[src/rtl/adsr_voice_scheduler.sv]
// adsr_voice_scheduler
// Shares one ADSR envelope-step datapath across NUM_VOICES voices. Note-on and
// note-off strobes are latched as pending flags per voice. Each i_tick starts
// a sweep that steps one voice per clock and streams the updated volume and
// state to the mixer one cycle later.
//
// Ports:
//   clk, rst                 clock, asynchronous active-high reset
//   i_tick                   sample strobe, starts a sweep when idle
//   i_note_on / i_note_off   event strobes for voice i_voice
//   attack_rate, decay_rate, sustain_value, release_rate   live envelope controls
//   o_vol_valid, o_voice, o_volume, o_state                per-voice result stream
//   o_busy                   sweep in progress
//   o_frame_done             pulse one cycle after the last result of a sweep
//   o_overrun                sticky flag: i_tick seen while busy
module adsr_voice_scheduler #(
  parameter int NUM_VOICES = 8,
  parameter int VIDX_W     = 3
) (
  input  logic              clk,
  input  logic              rst,
  input  logic              i_tick,
  input  logic              i_note_on,
  input  logic              i_note_off,
  input  logic [VIDX_W-1:0] i_voice,
  input  logic [6:0]        attack_rate,
  input  logic [6:0]        decay_rate,
  input  logic [6:0]        sustain_value,
  input  logic [6:0]        release_rate,
  output logic              o_vol_valid,
  output logic [VIDX_W-1:0] o_voice,
  output logic [17:0]       o_volume,
  output logic [2:0]        o_state,
  output logic              o_busy,
  output logic              o_frame_done,
  output logic              o_overrun
);

  typedef enum logic [2:0] {
    BLANK   = 3'd0,
    ATTACK  = 3'd1,
    DECAY   = 3'd2,
    SUSTAIN = 3'd3,
    RELEASE = 3'd4
  } vstate_t;

  typedef enum logic [0:0] {
    IDLE  = 1'b0,
    SWEEP = 1'b1
  } fsm_t;

  localparam logic [17:0]       VOL_MAX = 18'h1FFFF;
  localparam logic [VIDX_W-1:0] LAST_V  = VIDX_W'(NUM_VOICES - 1);

  fsm_t              fsm_r;
  logic [VIDX_W-1:0] k_r;
  logic              done_pend_r;
  vstate_t           state_mem [NUM_VOICES];
  logic [17:0]       vol_mem   [NUM_VOICES];
  logic [NUM_VOICES-1:0] press_r;
  logic [NUM_VOICES-1:0] rel_r;

  vstate_t               cur_state_s;
  logic [17:0]           cur_vol_s;
  logic                  p_s;
  logic                  r_s;
  logic [17:0]           sus_s;
  logic [18:0]           sum_s;
  vstate_t               next_state_s;
  logic [17:0]           next_vol_s;
  logic [NUM_VOICES-1:0] on_mask_s;
  logic [NUM_VOICES-1:0] off_mask_s;
  logic [NUM_VOICES-1:0] clr_mask_s;

  // Envelope step for the voice selected by the sweep counter
  always_comb begin
    cur_state_s  = state_mem[k_r];
    cur_vol_s    = vol_mem[k_r];
    p_s          = press_r[k_r];
    r_s          = rel_r[k_r];
    sus_s        = {1'b0, sustain_value, 10'd0};
    sum_s        = {1'b0, cur_vol_s} + {12'd0, attack_rate};
    next_state_s = cur_state_s;
    next_vol_s   = 18'd0;
    case (cur_state_s)
      BLANK: begin
        if (p_s) next_state_s = ATTACK;
        else     next_state_s = BLANK;
        next_vol_s = 18'd0;
      end
      ATTACK: begin
        if (r_s)                     next_state_s = RELEASE;
        else if (cur_vol_s >= VOL_MAX) next_state_s = DECAY;
        else                         next_state_s = ATTACK;
        // Saturate at full scale rather than wrapping into bit 17
        if (sum_s > {1'b0, VOL_MAX}) next_vol_s = VOL_MAX;
        else                         next_vol_s = sum_s[17:0];
      end
      DECAY: begin
        if (r_s)                  next_state_s = RELEASE;
        else if (p_s)             next_state_s = ATTACK;
        else if (cur_vol_s < sus_s) next_state_s = SUSTAIN;
        else                      next_state_s = DECAY;
        next_vol_s = cur_vol_s - {11'd0, decay_rate};
      end
      SUSTAIN: begin
        if (p_s)      next_state_s = ATTACK;
        else if (r_s) next_state_s = RELEASE;
        else          next_state_s = SUSTAIN;
        next_vol_s = sus_s;
      end
      RELEASE: begin
        // Underflow below zero wraps and sets bit 17; that voice retires next sweep
        if (p_s)               next_state_s = ATTACK;
        else if (cur_vol_s[17]) next_state_s = BLANK;
        else                   next_state_s = RELEASE;
        next_vol_s = cur_vol_s - {11'd0, release_rate};
      end
      default: begin
        next_state_s = BLANK;
        next_vol_s   = 18'd0;
      end
    endcase
  end

  // Event set masks and the write-back clear mask for the voice being stepped
  always_comb begin
    on_mask_s  = '0;
    off_mask_s = '0;
    clr_mask_s = '0;
    if (i_note_on) on_mask_s[i_voice] = 1'b1;
    else           on_mask_s = '0;
    if (i_note_off) off_mask_s[i_voice] = 1'b1;
    else            off_mask_s = '0;
    if (fsm_r == SWEEP) clr_mask_s[k_r] = 1'b1;
    else                clr_mask_s = '0;
  end

  // Pending flags: a new event in the same cycle as write-back survives the clear
  always_ff @(posedge clk or posedge rst) begin
    if (rst) begin
      press_r <= '0;
      rel_r   <= '0;
    end else begin
      press_r <= (press_r & ~clr_mask_s) | on_mask_s;
      rel_r   <= (rel_r & ~clr_mask_s) | off_mask_s;
    end
  end

  // Sweep FSM, per-voice state write-back and registered result stream
  always_ff @(posedge clk or posedge rst) begin
    if (rst) begin
      fsm_r        <= IDLE;
      k_r          <= '0;
      done_pend_r  <= 1'b0;
      o_vol_valid  <= 1'b0;
      o_voice      <= '0;
      o_volume     <= 18'd0;
      o_state      <= 3'd0;
      o_busy       <= 1'b0;
      o_frame_done <= 1'b0;
      o_overrun    <= 1'b0;
      for (int v = 0; v < NUM_VOICES; v++) begin
        state_mem[v] <= BLANK;
        vol_mem[v]   <= 18'd0;
      end
    end else begin
      o_vol_valid  <= 1'b0;
      o_frame_done <= done_pend_r;
      done_pend_r  <= 1'b0;
      case (fsm_r)
        IDLE: begin
          if (i_tick) begin
            fsm_r  <= SWEEP;
            k_r    <= '0;
            o_busy <= 1'b1;
          end else begin
            fsm_r  <= IDLE;
          end
        end
        SWEEP: begin
          if (i_tick) o_overrun <= 1'b1;
          else        o_overrun <= o_overrun;
          state_mem[k_r] <= next_state_s;
          vol_mem[k_r]   <= next_vol_s;
          o_vol_valid    <= 1'b1;
          o_voice        <= k_r;
          // Underflowed volumes read as silence; the stored value is kept
          o_volume       <= next_vol_s[17] ? 18'd0 : next_vol_s;
          o_state        <= next_state_s;
          if (k_r == LAST_V) begin
            fsm_r       <= IDLE;
            o_busy      <= 1'b0;
            done_pend_r <= 1'b1;
          end else begin
            k_r <= k_r + VIDX_W'(1);
          end
        end
        default: begin
          fsm_r  <= IDLE;
          o_busy <= 1'b0;
        end
      endcase
    end
  end

endmodule

[config.mk]
export PLATFORM = sky130hd
export DESIGN_NAME = adsr_voice_scheduler
export DESIGN_NICKNAME = d
export VERILOG_FILES = /design/src/rtl/adsr_voice_scheduler.sv
export SDC_FILE = /design/constraint.sdc
export NUM_CORES = 1
export LEC_CHECK = 0
export CAP_MARGIN = 5
export CORE_MARGIN = 4
export CORE_UTILIZATION = 51
export CTS_BUF_LIST = sky130_fd_sc_hd__clkbuf_4 sky130_fd_sc_hd__clkbuf_8 sky130_fd_sc_hd__clkbuf_16
export DETAILED_ROUTE_END_ITERATION = 16
export PLACE_DENSITY_LB_ADDON = 0.12
export SYNTH_ARGS = -nofsm -noshare
export SYNTH_HDL_FRONTEND = slang
export SYNTH_SLANG_ARGS = --single-unit
[constraint.sdc]
create_clock -name clk -period 11.4 [get_ports clk]
set_input_delay 2.28 -clock clk [delete_from_list [all_inputs] [get_ports clk]]
set_output_delay 2.28 -clock clk [all_outputs]
set_load 0.1 [all_outputs]
; ---- After elaboration in Yosys (flattened, before gate mapping)
; Index checks and enable logic that the tools add are counted.
; W data, S select, Z words.
[op_classes]
n_mux = 49
eq_ne = 8
add_sub_neg = 4
bitwise_logic = 7
magnitude_cmp = 9
reduce_logical = 7
[ops]
columns = cell, n
row1 = $bwmux W144, 1
row2 = $mux W18, 4
row3 = $pmux W18 S4, 1
row4 = $bmux W18 S3, 1
row5 = $demux W18 S3, 1
row6 = $sub A18 B7 Y18, 2
row7 = $mux W3, 11
row8 = $bwmux W24, 1
row9 = $mux W8, 3
row10 = $add A18 B7 Y19, 1
row11 = $gt A19 B17 Y1 const B, 1
row12 = $ge A18 B17 Y1 const B, 1
row13 = $lt A18 B17 Y1, 1
row14 = $mux W17, 1
row15 = $and A8 B8 Y8, 2
row16 = $or A8 B8 Y8, 2
row17 = $pmux W3 S5, 1
row18 = $mux W1, 13
row19 = $bmux W3 S3, 1
row20 = $demux W3 S3, 1
row21 = $lt A3 B4 Y1 const B, 2
row22 = $not A8 Y8, 1
row23 = $bmux W1 S3, 2
row24 = $demux W1 S3, 2
row25 = 17 further kinds, 27
[totals]
reg_bits = 217
wordCells = 112
inputBits = 36

; ---- Logic depth before layout (Yosys ltp)
[depth]
depth_word = 10
ltp_mapped = 20

; ---- Worst setup path before layout
; OpenSTA, ideal clock, no wires.
[synth_timing]
path_type = reg2reg
start = register k_r[1]
end = register o_volume[0]
setup_time_ns = 0.096
period_less_slack_ns = 5.140
stages_incl_launch_ff = 19
arrival_time_ns = 5.044
path_slack_ns = 6.260
path_cell_list = dfrtp_1 -> buf_6 -> buf_2 -> mux4_2 -> mux2i_1 -> buf_2 -> and3_1 -> clkbuf_1 -> mux2_2 -> inv_1 -> ha_1 -> nor2b_1 -> o31a_1 -> o311ai_0 -> nand4_2 -> o311a_1 -> or2_1 -> buf_6 -> o31ai_1
[synth_between]
elab_chain_len = 9
[synth_lines]
columns = item, line
row1 = "start, declared", 56  ; logic [VIDX_W-1:0] k_r;
row2 = "start signal, assigned", 196  ; k_r <= k_r + VIDX_W'(1);
row3 = $not A3 Y4 (not written as such) (*), "77, 78"
row4 = $bmux W18 S3, 78  ; cur_vol_s = vol_mem[k_r];
row5 = $mux W18 (not written as such) (2 in a row), 78
row6 = $add A18 B7 Y19, 82  ; sum_s = {1'b0, cur_vol_s} + {12'd0, attack_rate};
row7 = $gt A19 B17 Y1, 96  ; if (sum_s > {1'b0, VOL_MAX}) next_vol_s = VOL_MAX;
row8 = $mux W18, 96
row9 = $pmux W18 S4 (*), 85  ; case (cur_state_s)
row10 = $mux W17 (*), 189  ; o_volume <= next_vol_s[17] ? 18'd0 : next_vol_s;
row11 = "end signal, assigned", 189
row12 = "end, declared", 32  ; output logic [17:0] o_volume,
; Mark *: on every way between the ends. The rest lies on a longest branch, timed or not. The select of a mux whose other input is x is not followed.
; A chain may end at the register's enable or synchronous reset.

; ---- Worst setup path after layout
[layout_timing]
start = register k_r[2]
end = register vol_mem[62] (netlist name)
[layout_between]
elab_chain_len = 9
[layout_lines]
columns = item, line
row1 = $not A3 Y4 (not written as such) (*), "77, 78, 185"
row2 = $bmux W18 S3, 78
row3 = $mux W18 (not written as such) (2 in a row), 78
row4 = $add A18 B7 Y19, 82
row5 = $gt A19 B17 Y1, 96
row6 = $mux W18, 96
row7 = $pmux W18 S4, 85
row8 = $bwmux W144 (*), 185  ; vol_mem[k_r] <= next_vol_s;
row9 = "end signal, assigned by index", 185
row10 = "end, declared", 59  ; logic [17:0] vol_mem [NUM_VOICES];
; Marks and branches as above.

==> impl_results.md <==
* Outcome: finished clean
* Synthesized flop and latch total at 216
* Initial Util at 52.5%
* Initial antenna violation count at 0
* CTS Buf Count at 24
* Final setup fails at 0
* Worst EP arrival at 6.38 ns
* WHS Endpoint: o_frame_done$_DFF_PP0_
* Number of core rows at 53
* Hold_sp: done_pend_r$_DFF_PP0_
* First-pass GRT wire length at 45700 um
* Crit path max fanout at 47
* Root Buffer: clkbuf_16
* Worst Setup End Kind: flip-flop
* Yosys warns at 0
* Sequential share of the synthesized area at 48.4%
* Reg2reg end: vol_mem[62]$_DFFE_PP0P_
* Max-cap viol count at 0
* Hold Path Class: reg -> reg
* CTS resizes at 0
* Port Buffers at 62
* Overflow after GRT at 0
* Slew @ Worst Pin at 1.14 ns
* Hold WS at 0.358 ns
* Register-to-Register Path Depth at 15
* Core Region at roughly 21000 um2
* Remaining design rule violation count at 0
* Dpl ws at 5.22 ns
* ANT cells at 0
* Gpl congestion at 0.873
* Syn nets at between 1000 and 1500
* Hold Buf Count CTS at 0
* Vias in the first global route at roughly 8000
* Largest net degree at the start of global routing at around 100
* CP Class: reg -> reg
* Worst Path Required at 11.74 ns
* Cells after Synth at about 1100
* Max Freq at 166 MHz
* Worst slew margin at 24.3%
* Clk slew on worst S/H paths at 0.06 ns
* Die W at 156 um
* Slew Viols, Final at 0
* Worst reg-to-reg setup slack at 5.36 ns
* WL final at 27800 um
* Post-synth ARST share at 100%
* Vias at around 8100
* Average cell area after synthesis at between 10 and 15 um2
* Crit Reg-Reg Startpoint: k_r[2]$_DFFE_PP0P_
* Min cycle time layout at 6.04 ns
* Post-synth cell types at 71
* Critical Path Start: k_r[2]$_DFFE_PP0P_
* Hold depth at 0
* CP Launch Type: flip-flop
* Final-report hold violation count at 0
* Post-CTS Setup Bufs at 0
* Share of cells above drive strength 1 at 12.7%
* Drt pass-1 iters at 5
* Clock latency on the worst-skew pair at 0.51 ns
* Die area at 24300 um2
* RSZ-0062 raised after global routing: no
* Area contributors post-synth: dfrtp_1, o21ai_0, nand2_1
* Clk_skew at 0.00932 ns
* # IOs at 64
* Routed len/inst at 20.0 um
* Share of the synthesized area in the top cell type at 48.4%
* Setup tns final at 0 ns
* Area after DPL at 12000 um2
* Routed Antenna Nets at 0
* Setup ws final at roughly 5.4 ns
* DRT iter0 DRCs at 512
* Post-DP HPWL at 18100 um
* Final nets at ~1200
* Final instance area at roughly 13000 um2
* Clock Sinks at ~220
* Final worst path period share at 53.0%
* Largest area contributor in the netlist: dfrtp_1
* Clock buffer depth at 3
* Number of synthesized flops with an enable pin at 0
* Synthesis-to-layout area growth at 14.3%
* Vias per cell at between 5 and 6
* Top_reg_cell synth: dfrtp_1
* Die H at 156 um
* TritonCTS clock tree: done
* Cell area after synthesis at ~11000 um2
* Tot GR Track Use at 23.5%
* H-tree depth reported by CTS at 1
==> cell families (layout without fill, tap and decap cells) <==
family                   Yosys count  after routing  synth area share [%]
adder cells (fa/ha/maj)           24             24                  2.82
XOR/XNOR                          22             22                  1.73
multiplexers                      90             90                  14.0
buffers and inverters             93            151                  3.88
flip-flops                       216            216                  48.4
other                              1              1                0.0336
AND/OR/NAND/NOR                  319            319                  12.5
AO/OA/AOI/OAI                    292            292                  16.6
==> final cells by class <==
class,instances,area (um2)
clock buffers,34,724
clock inverters,8,73.8
fillers,1777,8530
inverters,27,109
multi-input cells,748,5330
flip-flops and latches,216,5410
well taps,275,344
repair buffers,82,771
==> worst max-delay path: stages, from the launching register on <==
cell,delay [ns]
dfrtp_2,0.81
buf_4,0.61
mux2i_1,0.20
a22o_1,0.26
a221oi_1,0.44
and3_1,0.55
mux2_2,0.40
ha_1,0.21
fa_1,0.41
nor2b_1,0.17
o31a_1,0.18
o221ai_1,0.28
nand2_1,0.15
xor2_1,0.07
a221oi_1,0.88
o21ai_0,0.23
==> layer usage <==
| layer | GRT usage [%] | part of all wire (%) | vias up |
|---|---|---|---|
| li1 | - | - | 3892 |
| met5 | 0 | 0 | - |
| met3 | 3.88 | 6.0 | 24 |
| met4 | 3.96 | 1.2 | 0 |
| met2 | 34.9 | 43 | 207 |
| met1 | 37.1 | 50 | 3997 |
==> metrics by stage <==
stage	cells	util, %
after floorplan	1057	-
after global placement	1348	56.2
after detailed placement	1348	56.2
after CTS	1390	59.9
after global routing	1390	59.9
final	1390	59.9
==> sequential cells by signal, indices dropped and copies added (netlist names), 3 cells and up <==
signal     cells
press_r        8
o_state        3
vol_mem      144
rel_r          8
k_r            3
o_volume      17
o_voice        3
state_mem     24
==> cell usage in the layout, fill, tap and decap left out, types with 4 or more instances in the layout <==
cell / n
o21ai_0: 189
a211oi_2: 4
nand3_1: 16
clkbuf_16: 25
and3_1: 6
mux4_2: 31
and2_1: 5
nor4_1: 4
xor2_1: 8
a31oi_1: 4
o2bb2ai_1: 8
buf_4: 20
o31ai_1: 9
nor2_1: 29
mux2i_1: 26
a21o_1: 7
nor3_1: 6
clkbuf_8: 5
inv_1: 25
clkbuf_4: 4
mux4_1: 14
a211oi_1: 7
nand2b_1: 6
dfrtp_1: 213
clkdlybuf4s50_1: 62
xnor2_1: 14
o211ai_1: 5
a221oi_2: 8
nor2b_1: 11
nand2_1: 215
o21a_1: 4
a32o_1: 4
nand4_1: 6
o22ai_1: 4
mux2_2: 15
a21oi_1: 13
ha_1: 22
clkinv_2: 4
==> cells in the mapped netlist (8+ instances only) <==
library cell,count
a21oi_1,13
a221oi_2,8
buf_2,10
buf_4,8
clkbuf_1,40
dfrtp_1,216
ha_1,22
inv_1,26
mux2_2,15
mux2i_1,26
mux4_1,14
mux4_2,31
nand2_1,215
nand3_1,16
nor2_1,29
nor2b_1,11
o21ai_0,189
o2bb2ai_1,8
o31ai_1,9
xnor2_1,14
xor2_1,8
==> how the worst max path moves through the flow <==
| stage | end | slack, ns |
|---|---|---|
| 6_report | vol_mem[62]$_DFFE_PP0P_ | 5.36 |
| 5_1_grt | vol_mem[8]$_DFFE_PP0P_ | 4.80 |
| 4_1_cts | vol_mem[62]$_DFFE_PP0P_ | 5.27 |
| 3_5_place_dp | vol_mem[62]$_DFFE_PP0P_ | 5.22 |
| 3_3_place_gp | vol_mem[80]$_DFFE_PP0P_ | 5.35 |
| 2_1_floorplan | done_pend_r$_DFF_PP0_ | 3.21 |
Power is left out: the tool's default activity adds up to more than one toggle a clock period on the data nets, which glitch-free logic cannot reach.
